`src/rtl/spi_adc_pkg.sv`:
```
// Shared types and command-format helpers for the MCP320x SPI ADC scanner.
package spi_adc_pkg;

  typedef enum logic [1:0] {
    ST_IDLE,
    ST_WAIT_CS,
    ST_SHIFT,
    ST_DONE
  } state_e;

  localparam int unsigned CMD_LEN_MCP3202 = 4;
  localparam int unsigned CMD_LEN_MCP3208 = 6;
  localparam int unsigned CMD_MAX         = 6;

  function automatic int unsigned cmd_len(input int unsigned channels);
    return (channels == 2) ? CMD_LEN_MCP3202 : CMD_LEN_MCP3208;
  endfunction

  function automatic int unsigned frame_bits(input int unsigned channels,
                                             input int unsigned data_width);
    return cmd_len(channels) + 1 + data_width;
  endfunction

  // Command word right-aligned in CMD_MAX bits, START bit first on the wire.
  function automatic logic [CMD_MAX-1:0] build_cmd(input int unsigned channels,
                                                   input logic [2:0]  ch,
                                                   input logic        diff);
    logic [CMD_MAX-1:0] cmd;
    if (channels == 2) begin
      cmd = {2'b00, 1'b1, ~diff, ch[0], 1'b1};
    end else begin
      cmd = {1'b1, ~diff, (channels == 4) ? 1'b0 : ch[2], ch[1], ch[0], 1'b0};
    end
    return cmd;
  endfunction

endpackage

```
`src/rtl/spi_sck_gen.sv`:
```
// SCK generator: low half-period first, registered sck plus edge strobes
// that are high on the clk edge where sck is about to rise or fall.
module spi_sck_gen #(
  parameter int unsigned CLK_DIV = 150
) (
  input  logic clk,
  input  logic reset_n,
  input  logic en_i,
  output logic sck_o,
  output logic rise_c_o,
  output logic fall_c_o
);

  localparam int unsigned HALF = CLK_DIV / 2;
  localparam int unsigned PH_W = $clog2(CLK_DIV);

  logic [PH_W-1:0] phase_q, phase_d;
  logic            sck_d;

  always_comb begin
    phase_d = '0;
    if (en_i && (phase_q != PH_W'(CLK_DIV - 1))) begin
      phase_d = phase_q + PH_W'(1);
    end
    sck_d = en_i && (phase_d >= PH_W'(HALF));
  end

  assign rise_c_o = en_i && (phase_q == PH_W'(HALF - 1));
  assign fall_c_o = en_i && (phase_q == PH_W'(CLK_DIV - 1));

  always_ff @(posedge clk or negedge reset_n) begin
    if (!reset_n) begin
      phase_q <= '0;
      sck_o   <= 1'b0;
    end else begin
      phase_q <= phase_d;
      sck_o   <= sck_d;
    end
  end

endmodule

```
`src/rtl/spi_adc_scanner.sv`:
```
// Round-robin MCP3202/3204/3208 scanner: one conversion per sample slot,
// results on a valid/ready stream tagged with channel, with overrun pulse.
module spi_adc_scanner
  import spi_adc_pkg::*;
#(
  parameter  int unsigned CHANNELS      = 2,
  parameter  int unsigned DATA_WIDTH    = 12,
  parameter  int unsigned CLK_DIV       = 150,
  parameter  int unsigned SAMPLE_PERIOD = 3062,
  parameter  int unsigned CS_HIGH_MIN   = 68,
  localparam int unsigned CH_W          = $clog2(CHANNELS)
) (
  input  logic                  clk,
  input  logic                  reset_n,
  input  logic                  en,
  input  logic [CHANNELS-1:0]   ch_mask,
  input  logic [CHANNELS-1:0]   diff_mask,
  input  logic                  miso,
  output logic                  mosi,
  output logic                  sck,
  output logic                  cs_n,
  output logic [DATA_WIDTH-1:0] o_data,
  output logic [CH_W-1:0]       o_channel,
  output logic                  o_valid,
  input  logic                  o_ready,
  output logic                  overrun
);

  localparam int unsigned CMD_LEN    = cmd_len(CHANNELS);
  localparam int unsigned FRAME_BITS = frame_bits(CHANNELS, DATA_WIDTH);
  localparam int unsigned CNT_W      = $clog2(SAMPLE_PERIOD);
  localparam int unsigned BIT_W      = $clog2(FRAME_BITS);

  if (!(CHANNELS == 2 || CHANNELS == 4 || CHANNELS == 8) || (CLK_DIV % 2) != 0 ||
      CLK_DIV < 4 || CS_HIGH_MIN < 2 || DATA_WIDTH < 2 ||
      (CS_HIGH_MIN + FRAME_BITS * CLK_DIV + 2) >= SAMPLE_PERIOD) begin : g_param_check
    $error("spi_adc_scanner: illegal parameter combination");
  end

  state_e                state_q, state_d;
  logic [CNT_W-1:0]      cnt_q, cnt_d;
  logic [CH_W-1:0]       ch_q, ch_d;
  logic [CMD_LEN-1:0]    cmd_q, cmd_d;
  logic [BIT_W-1:0]      bit_q, bit_d;
  logic [DATA_WIDTH-1:0] shift_q, shift_d;
  logic                  done_q, done_d;
  logic                  cs_n_d, mosi_d, o_valid_d, overrun_d;
  logic [DATA_WIDTH-1:0] o_data_d;
  logic [CH_W-1:0]       o_channel_d;

  logic                  sck_run_c, sck_rise_c, sck_fall_c;
  logic [CH_W-1:0]       ch_nxt_c, ch_idx_c;
  logic                  ch_any_c;

  assign sck_run_c = (state_q == ST_SHIFT) && en;

  spi_sck_gen #(.CLK_DIV(CLK_DIV)) u_sck_gen (
    .clk      (clk),
    .reset_n  (reset_n),
    .en_i     (sck_run_c),
    .sck_o    (sck),
    .rise_c_o (sck_rise_c),
    .fall_c_o (sck_fall_c)
  );

  // Lowest set mask bit above the previous channel, wrapping back to it last.
  always_comb begin
    ch_nxt_c = ch_q;
    ch_idx_c = '0;
    ch_any_c = 1'b0;
    for (int unsigned i = 1; i <= CHANNELS; i++) begin
      ch_idx_c = ch_q + CH_W'(i);
      if (!ch_any_c && ch_mask[ch_idx_c]) begin
        ch_any_c = 1'b1;
        ch_nxt_c = ch_idx_c;
      end
    end
  end

  always_comb begin
    state_d     = state_q;
    cnt_d       = '0;
    ch_d        = ch_q;
    cmd_d       = cmd_q;
    bit_d       = bit_q;
    shift_d     = shift_q;
    done_d      = 1'b0;
    cs_n_d      = cs_n;
    mosi_d      = mosi;
    o_data_d    = o_data;
    o_channel_d = o_channel;
    o_valid_d   = o_valid;
    overrun_d   = 1'b0;

    if (en && (cnt_q != CNT_W'(SAMPLE_PERIOD - 1))) begin
      cnt_d = cnt_q + CNT_W'(1);
    end

    if (!en) begin
      // Abort: partial frame dropped, next scan restarts from the lowest channel.
      state_d = ST_IDLE;
      cs_n_d  = 1'b1;
      mosi_d  = 1'b0;
      bit_d   = '0;
      ch_d    = CH_W'(CHANNELS - 1);
    end else begin
      case (state_q)
        ST_IDLE, ST_DONE: begin
          if (cnt_q == '0) begin
            if (ch_any_c) begin
              state_d = ST_WAIT_CS;
              ch_d    = ch_nxt_c;
              cmd_d   = CMD_LEN'(build_cmd(CHANNELS, 3'(ch_nxt_c), diff_mask[ch_nxt_c]));
            end else begin
              state_d = ST_IDLE;
            end
          end
        end
        ST_WAIT_CS: begin
          if (cnt_q == CNT_W'(CS_HIGH_MIN - 1)) begin
            state_d = ST_SHIFT;
            cs_n_d  = 1'b0;
            mosi_d  = cmd_q[CMD_LEN-1];
            cmd_d   = cmd_q << 1;
            bit_d   = '0;
          end
        end
        ST_SHIFT: begin
          if (sck_rise_c && (bit_q > BIT_W'(CMD_LEN))) begin
            shift_d = {shift_q[DATA_WIDTH-2:0], miso};
          end
          if (sck_fall_c) begin
            if (bit_q == BIT_W'(FRAME_BITS - 1)) begin
              state_d = ST_DONE;
              cs_n_d  = 1'b1;
              mosi_d  = 1'b0;
              done_d  = 1'b1;
            end else begin
              bit_d  = bit_q + BIT_W'(1);
              mosi_d = cmd_q[CMD_LEN-1];
              cmd_d  = cmd_q << 1;
            end
          end
        end
        default: state_d = ST_IDLE;
      endcase
    end

    // Result register loads one cycle after frame end; a same-cycle accept is not an overrun.
    if (done_q) begin
      o_data_d    = shift_q;
      o_channel_d = ch_q;
      o_valid_d   = 1'b1;
      overrun_d   = o_valid && !o_ready;
    end else if (o_valid && o_ready) begin
      o_valid_d = 1'b0;
    end
  end

  always_ff @(posedge clk or negedge reset_n) begin
    if (!reset_n) begin
      state_q   <= ST_IDLE;
      cnt_q     <= '0;
      ch_q      <= CH_W'(CHANNELS - 1);
      cmd_q     <= '0;
      bit_q     <= '0;
      shift_q   <= '0;
      done_q    <= 1'b0;
      cs_n      <= 1'b1;
      mosi      <= 1'b0;
      o_data    <= '0;
      o_channel <= '0;
      o_valid   <= 1'b0;
      overrun   <= 1'b0;
    end else begin
      state_q   <= state_d;
      cnt_q     <= cnt_d;
      ch_q      <= ch_d;
      cmd_q     <= cmd_d;
      bit_q     <= bit_d;
      shift_q   <= shift_d;
      done_q    <= done_d;
      cs_n      <= cs_n_d;
      mosi      <= mosi_d;
      o_data    <= o_data_d;
      o_channel <= o_channel_d;
      o_valid   <= o_valid_d;
      overrun   <= overrun_d;
    end
  end

endmodule

```
`config.mk`:
```
export PLATFORM = sky130hd
export DESIGN_NAME = spi_adc_scanner
export DESIGN_NICKNAME = d
export VERILOG_FILES = /design/src/rtl/spi_adc_pkg.sv /design/src/rtl/spi_sck_gen.sv /design/src/rtl/spi_adc_scanner.sv
export SDC_FILE = /design/constraint.sdc
export NUM_CORES = 1
export LEC_CHECK = 0
export BUFFER_PORTS_ARGS = -buffer_cell sky130_fd_sc_hd__buf_2
export CAP_MARGIN = 20
export CORE_MARGIN = 3
export CORE_UTILIZATION = 50
export DETAILED_ROUTE_END_ITERATION = 7
export PLACE_DENSITY = 0.81
export REMOVE_ABC_BUFFERS = 1
export SETUP_SLACK_MARGIN = 0.02
export SLEW_MARGIN = 0
export SYNTH_ARGS = -nofsm -noshare
export SYNTH_HDL_FRONTEND = slang
export SYNTH_SLANG_ARGS = --single-unit
```
`constraint.sdc`:
```
create_clock -name clk -period 3 [get_ports clk]
set_clock_uncertainty 0.1 [all_clocks]
set_input_delay 0.45 -clock clk [delete_from_list [all_inputs] [get_ports clk]]
set_output_delay 0.45 -clock clk [all_outputs]
set_load 0.02 [all_outputs]
```
==> flow_metrics.env, run 1 <==
export IMPL_num_vias=2112
export IMPL_start_util_pct=53.7
export IMPL_cts_resized_gates=0
export IMPL_numCtsBuffers=9
export IMPL_crit_fanout=7
export IMPL_ios=27
export IMPL_fillers=459
export IMPL_vdd_drop_max_mv=0.540
export IMPL_synth_edf_count=0
export IMPL_grt_setup_unrepaired="false"
export IMPL_htree_levels=3
export IMPL_hpwl_um=3890
export IMPL_yosysTopAreaCell="dfrtp_1"
export IMPL_power_density_nw_per_um2=608
export IMPL_clk_pin_slew_worst_paths_ns=0.07
export IMPL_drive_gt1_share_pct=26.8
export IMPL_synth_cells=278
export IMPL_cts_tree="done"
export IMPL_row_count=27
export IMPL_fin_crit_sh_pct=81.5
export IMPL_leakage_nw=1.72
export IMPL_postCtsSetupRepairBufs=0
export IMPL_worstSetupEndpointType="flop"
export IMPL_slew_headroom_pct=44.6
export IMPL_drt_first_pass_iters=4
export IMPL_slowest_delay_ns=0.57
export IMPL_status="completed"
export IMPL_ys_async_sr_fraction_pct=100
export IMPL_critPathSlowestCell="or4_4"
export IMPL_worstMarginPinSlew_ns=0.830
export IMPL_cp_start_kind="flop"
export IMPL_slew_viol_final=0
export IMPL_cap_violations=0
export IMPL_avgViaCountPerCell=5.47
export IMPL_yosys_warnings=0
export IMPL_grt_overflow_total=0
export IMPL_track_usage_pct=17.7
export IMPL_finalSetupViolCount=0
export IMPL_ys_ff_latch=63
export IMPL_dieWidth_um=84.3
export IMPL_hold_violations=0
export IMPL_routed_wl_um=5590
export IMPL_clock_latency_ns=0.35
export IMPL_dieArea_um2=7110
export IMPL_required_ns=3.18
export IMPL_cts_sinks=63
export IMPL_final_nets=328
export IMPL_fmax_ghz=0.409
export IMPL_critPathArrivalTime_ns=2.62
export IMPL_crit_type="reg2reg"
export IMPL_syn_avg_cell_area_um2=11.0
export IMPL_grt_first_pass_wirelength_um=10000
export IMPL_netlist_area_leader_share_pct=49.8
export IMPL_synth_cell_types=50
export IMPL_grt_max_degree=37
export IMPL_io_buffers=26
export IMPL_critPathBufInv=0
export IMPL_hold_class="in2async"
export IMPL_drtIter0Drc=53
export IMPL_antenna_left=0
export IMPL_syn2layout_area_growth_pct=13.9
export IMPL_grt_pass1_vias=2175
export IMPL_antenna_found_initial=0
export IMPL_gp_congestion=0.859
export IMPL_fin_crit_ns=2.45
export IMPL_core_um2=5710
export IMPL_wl_per_cell_um=14.5
export IMPL_yosys_top_cells_area="dfrtp_1, mux2_2, ha_1"
export IMPL_finalSetupTns_ns=0
export IMPL_clockBufferDepth=2
export IMPL_seq_area_frac_synth_pct=51.5
export IMPL_yosys_most_used_dff="dfrtp_1"
export IMPL_die_height_um=84.3
export IMPL_synth_area_um2=3070
export IMPL_drc=0
export IMPL_crit_chain="or4_4, nor4_1, o21ai_0, or4_1, nand3_1"
export IMPL_hold_ws_ns=0.103
export IMPL_postLayoutCoreUtil_pct=61.2
export IMPL_antenna_cells=0
export IMPL_cts_root_buf="clkbuf_8"
export IMPL_ctsHoldBuffers=0
export IMPL_critPathTopFamily="simple AND/OR/NAND/NOR gates"
## layout by cell type (no fill, tap or decap), types with 2 or more instances in the layout
master     netlist  final
o21ai_0         14     14
mux2_2          28     28
o311ai_0         2      2
o211ai_1         3      3
or4_1            2      2
and2_1           4      4
inv_6            0      3
nand4_1          4      4
nor3_1           2      2
inv_1           15     15
xor2_1           9      9
dfstp_2          2      2
buf_2            1     26
or3_1            4      4
and3_1           4      4
or4_4            3      3
clkbuf_8         0      9
buf_4            1      3
nand2b_1         3      3
bufinv_16        0      2
a21oi_1          9      9
a21o_1           4      4
mux2i_1          5      5
xnor2_1          4      4
nor2_1          24     24
o22ai_1          2      2
clkinv_4         0      2
ha_1            10     10
nor2b_1          2      2
dfrtp_1         61     61
nand2_1         16     16
nand3_1         15     15
## per-layer routing
metal  wire length, um  GRT usage, %
met2              2760          29.5
met1              2500          21.6
met5                 0             0
met4                79          5.56
met3               250          6.28
## logic make-up after synthesis
logic type / count (synthesis) / synth area share, %
flip-flops: 63 / 51.5
multiplexers: 33 / 11.9
buffers and inverters: 25 / 3.96
AO/OA/AOI/OAI: 40 / 8.16
AND/OR/NAND/NOR: 94 / 16.7
adder cells (fa/ha/maj): 10 / 4.08
XOR/XNOR: 13 / 3.71
## where the power goes
group	leakage, nW	total, mW	internal [mW]	switching (mW)
Clock	0.115	0.835	0.479	0.356
Combinational	0.746	0.342	0.147	0.195
Sequential	0.856	0.947	0.909	0.0379
## per-stage QoR
step           area (um^2)  power [mW]  instances  setup WS [ns]
5_1_grt               3490        2.24        386          0.415
4_1_cts               3490        2.15        386          0.567
6_report              3490        2.12        386          0.555
2_1_floorplan         3000        1.21        268          0.762
3_3_place_gp          3260        1.29        370          0.658
3_5_place_dp          3260        1.31        370          0.594
## state kept, by name, summed over array words and instances, names as in the netlist, 2 cells and up
name               flops
o_data                12
state_q                2
bit_q                  5
shift_q               12
cnt_q                 12
cmd_q                  4
u_sck_gen.phase_q      8
## synth_stat cells, types with 2 or more instances
library cell,count
o21ai_0,14
o311ai_0,2
xnor2_1,4
mux2i_1,5
dfrtp_1,61
or3_1,4
inv_1,15
or4_4,3
and3_1,4
o211ai_1,3
a21o_1,4
ha_1,10
xor2_1,9
nand4_1,4
o22ai_1,2
or4_1,2
nor2_1,24
mux2_2,28
clkbuf_1,4
a21oi_1,9
nand3_1,15
dfstp_2,2
nor2b_1,2
nand2b_1,3
and2_1,4
nand2_1,16
nor3_1,2
## final cells by class
| type | instances | area (um^2) | area share [%] |
|---|---|---|---|
| flip-flops and latches | 63 | 1580 | 45.2 |
| multi-input cells | 190 | 1370 | 39.1 |
| repair buffers | 30 | 173 | 4.94 |
| clock buffers | 9 | 124 | 3.55 |
| clock inverters | 7 | 104 | 2.97 |
| well taps | 72 | 90.1 | 2.58 |
| inverters | 15 | 56.3 | 1.61 |
## worst paths after layout
check                                  endpoint        from  cells past startpoint  slack [ns]
max                                    bit_q[2]    cnt_q[7]                      5        0.55
min                        u_sck_gen.phase_q[1]     reset_n                      1        0.10
max reg2reg                            bit_q[2]    cnt_q[7]                      5        0.55
min reg2reg                          o_data[11]  o_data[11]                      1        0.40
max in group asynchronous            shift_q[0]     reset_n                      2        2.07
min in group clk                     shift_q[0]        miso                      2        0.25
Note: power is estimated with default switching activity, not from simulation.
==> inputs of run 2 (changes only) <==
Clock period 3 ns to 2.3 ns, I/O delays scaled along.
==> flow_metrics.env, run 2 (synthesis results as in run 1) <==
export IMPL_status="completed"
export IMPL_postLayoutCellArea_um2=3640
export IMPL_leakage_nw=1.81
export IMPL_final_nets=343
export IMPL_power_density_nw_per_um2=771
export IMPL_dieWidth_um=84.3
export IMPL_slew_headroom_pct=56.9
export IMPL_pwr_share_comb_pct=18.2
export IMPL_crit_type="reg2reg"
export IMPL_numCtsBuffers=9
export IMPL_start_util_pct=53.7
export IMPL_fin_crit_sh_pct=97.6
export IMPL_wl_per_cell_um=15.0
export IMPL_sw_frac_of_total_pct=26.8
export IMPL_die_height_um=84.3
export IMPL_finalWorstSetupSlack_ns=0.0548
export IMPL_pre_cts_ws_ns=-0.0356
export IMPL_hold_class="in2reg"
export IMPL_gp_congestion=0.868
export IMPL_dpl_cell_area_um2=3350
export IMPL_antenna_left=0
export IMPL_finalPower_mw=2.81
export IMPL_final_cells=401
export IMPL_sequentialPowerShare_pct=44.1
export IMPL_antenna_found_initial=0
export IMPL_io_buffers=26
export IMPL_r2r_start="cnt_q[10]"
export IMPL_finalSetupViolCount=0
export IMPL_drtIter0Drc=132
export IMPL_fillers=441
export IMPL_final_common_cell="dfrtp_1"
export IMPL_grt_setup_unrepaired="true"
export IMPL_dieArea_um2=7110
export IMPL_syn2layout_area_growth_pct=18.7
export IMPL_cts_root_buf="clkbuf_8"
export IMPL_hpwl_um=4080
export IMPL_power_internal_mw=2.05
export IMPL_hold_violations=0
export IMPL_pwr_share_clk_pct=37.8
export IMPL_cts_tree="done"
export IMPL_avgViaCountPerCell=5.62
export IMPL_routed_wl_um=6000
export IMPL_reg_top3="cnt_q (12), o_data (12), shift_q (12)"
export IMPL_mostFrequentLayoutCells="dfrtp_1, mux2_2, buf_2"
export IMPL_hold_path_depth=2
export IMPL_grt_first_pass_wirelength_um=9980
export IMPL_vdd_drop_max_mv=0.653
export IMPL_holdPathEnd="shift_q[0]"
export IMPL_required_ns=2.42
export IMPL_drive_gt1_share_pct=30.7
export IMPL_num_vias=2255
export IMPL_ios=27
export IMPL_finalSetupTns_ns=0
export IMPL_htree_levels=3
export IMPL_clock_latency_ns=0.34
export IMPL_worstHoldStart="miso"
export IMPL_cap_violations=0
export IMPL_slew_viol_final=0
export IMPL_drt_first_pass_iters=4
export IMPL_worstMarginPinSlew_ns=0.647
export IMPL_grt_overflow_total=0
export IMPL_grt_pass1_vias=2163
export IMPL_switchingPower_uw=754
export IMPL_clk_pin_slew_worst_paths_ns=0.07
export IMPL_cp_start_kind="flop"
export IMPL_r2r_setup_slack_ns=0.05
export IMPL_crit_fanout=5
export IMPL_antenna_cells=0
export IMPL_clockBufferDepth=2
export IMPL_cts_sinks=63
export IMPL_core_um2=5710
export IMPL_reg2reg_to="state_q[0]"
export IMPL_dp_cells=382
export IMPL_worstSetupEndpointType="flop"
export IMPL_grt_max_degree=64
export IMPL_critPathArrivalTime_ns=2.37
export IMPL_row_count=27
export IMPL_fin_crit_ns=2.25
export IMPL_reg2reg_depth=5
export IMPL_fmax_ghz=0.445
export IMPL_track_usage_pct=17.5
export IMPL_drc=0
[run 2: cell count changes in the layout (fill, tap and decap cells not counted), sizes merged]
cell / delta
buf: +14
clkinv: +2
clkbuf: +1
dlygate4sd3: +1
inv: -3
[run 2: cell type report]
type / instances / area [um^2] / share of cell area (%)
Timing Repair Buffer: 45 / 292 / 8.01
Clock inverter: 6 / 83.8 / 2.30
Multi-Input combinational cell: 190 / 1400 / 38.5
Sequential cell: 63 / 1580 / 43.4
Inverter: 15 / 56.3 / 1.55
Clock buffer: 10 / 138 / 3.78
Tap cell: 72 / 90.1 / 2.47
[run 2: worst max path at each step]
stage	depth (start not counted)	endpoint	start
3_3_place_gp	5	bit_q[2]	cnt_q[7]
2_1_floorplan	5	cmd_q[1]	cnt_q[7]
3_5_place_dp	5	bit_q[2]	cnt_q[7]
4_1_cts	5	state_q[1]	cnt_q[7]
6_report	5	state_q[0]	cnt_q[10]
5_1_grt	5	state_q[0]	cnt_q[10]
[run 2: per-layer routing]
layer | GRT usage [%] | up-vias | part of all wire (%)
li1 | - | 1078 | -
met1 | 22.8 | 1107 | 43
met5 | 0 | - | 0
met4 | 5.99 | 0 | 1.8
met2 | 27.0 | 59 | 49
met3 | 6.58 | 11 | 6.4
[run 2: critical path: stages (launching register included)]
cell and delay (ns):
dfrtp_1 0.42, or4_4 0.51, or4_4 0.57, a22o_4 0.25, a21o_1 0.16, mux2i_1 0.11
[run 2: metrics by stage]
stage / utilization, % / hold slack [ns]
after floorplan: - / -0.0506
after global placement: 58.8 / 0.282
after detailed placement: 58.8 / 0.286
after CTS: 62.9 / 0.124
after global routing: 63.8 / 0.125
final: 63.8 / 0.135
[run 2: power by group through the flow]
stage	Combinational (mW)	Clock (mW)	Sequential (mW)
CTS	0.477	1.08	1.24
detailed placement	0.473	0	1.26
global placement	0.461	0	1.25
finish	0.510	1.06	1.24
global route	0.577	1.13	1.25
floorplan	0.316	0	1.26
[run 2: timing repair]
item	in CTS	in global routing
pin swaps	0	3
hold endpoints to repair	61	0
hold buffers	1	0
resized for setup	2	7
buffers inserted	0	2
endpoints found under the setup margin	3	8
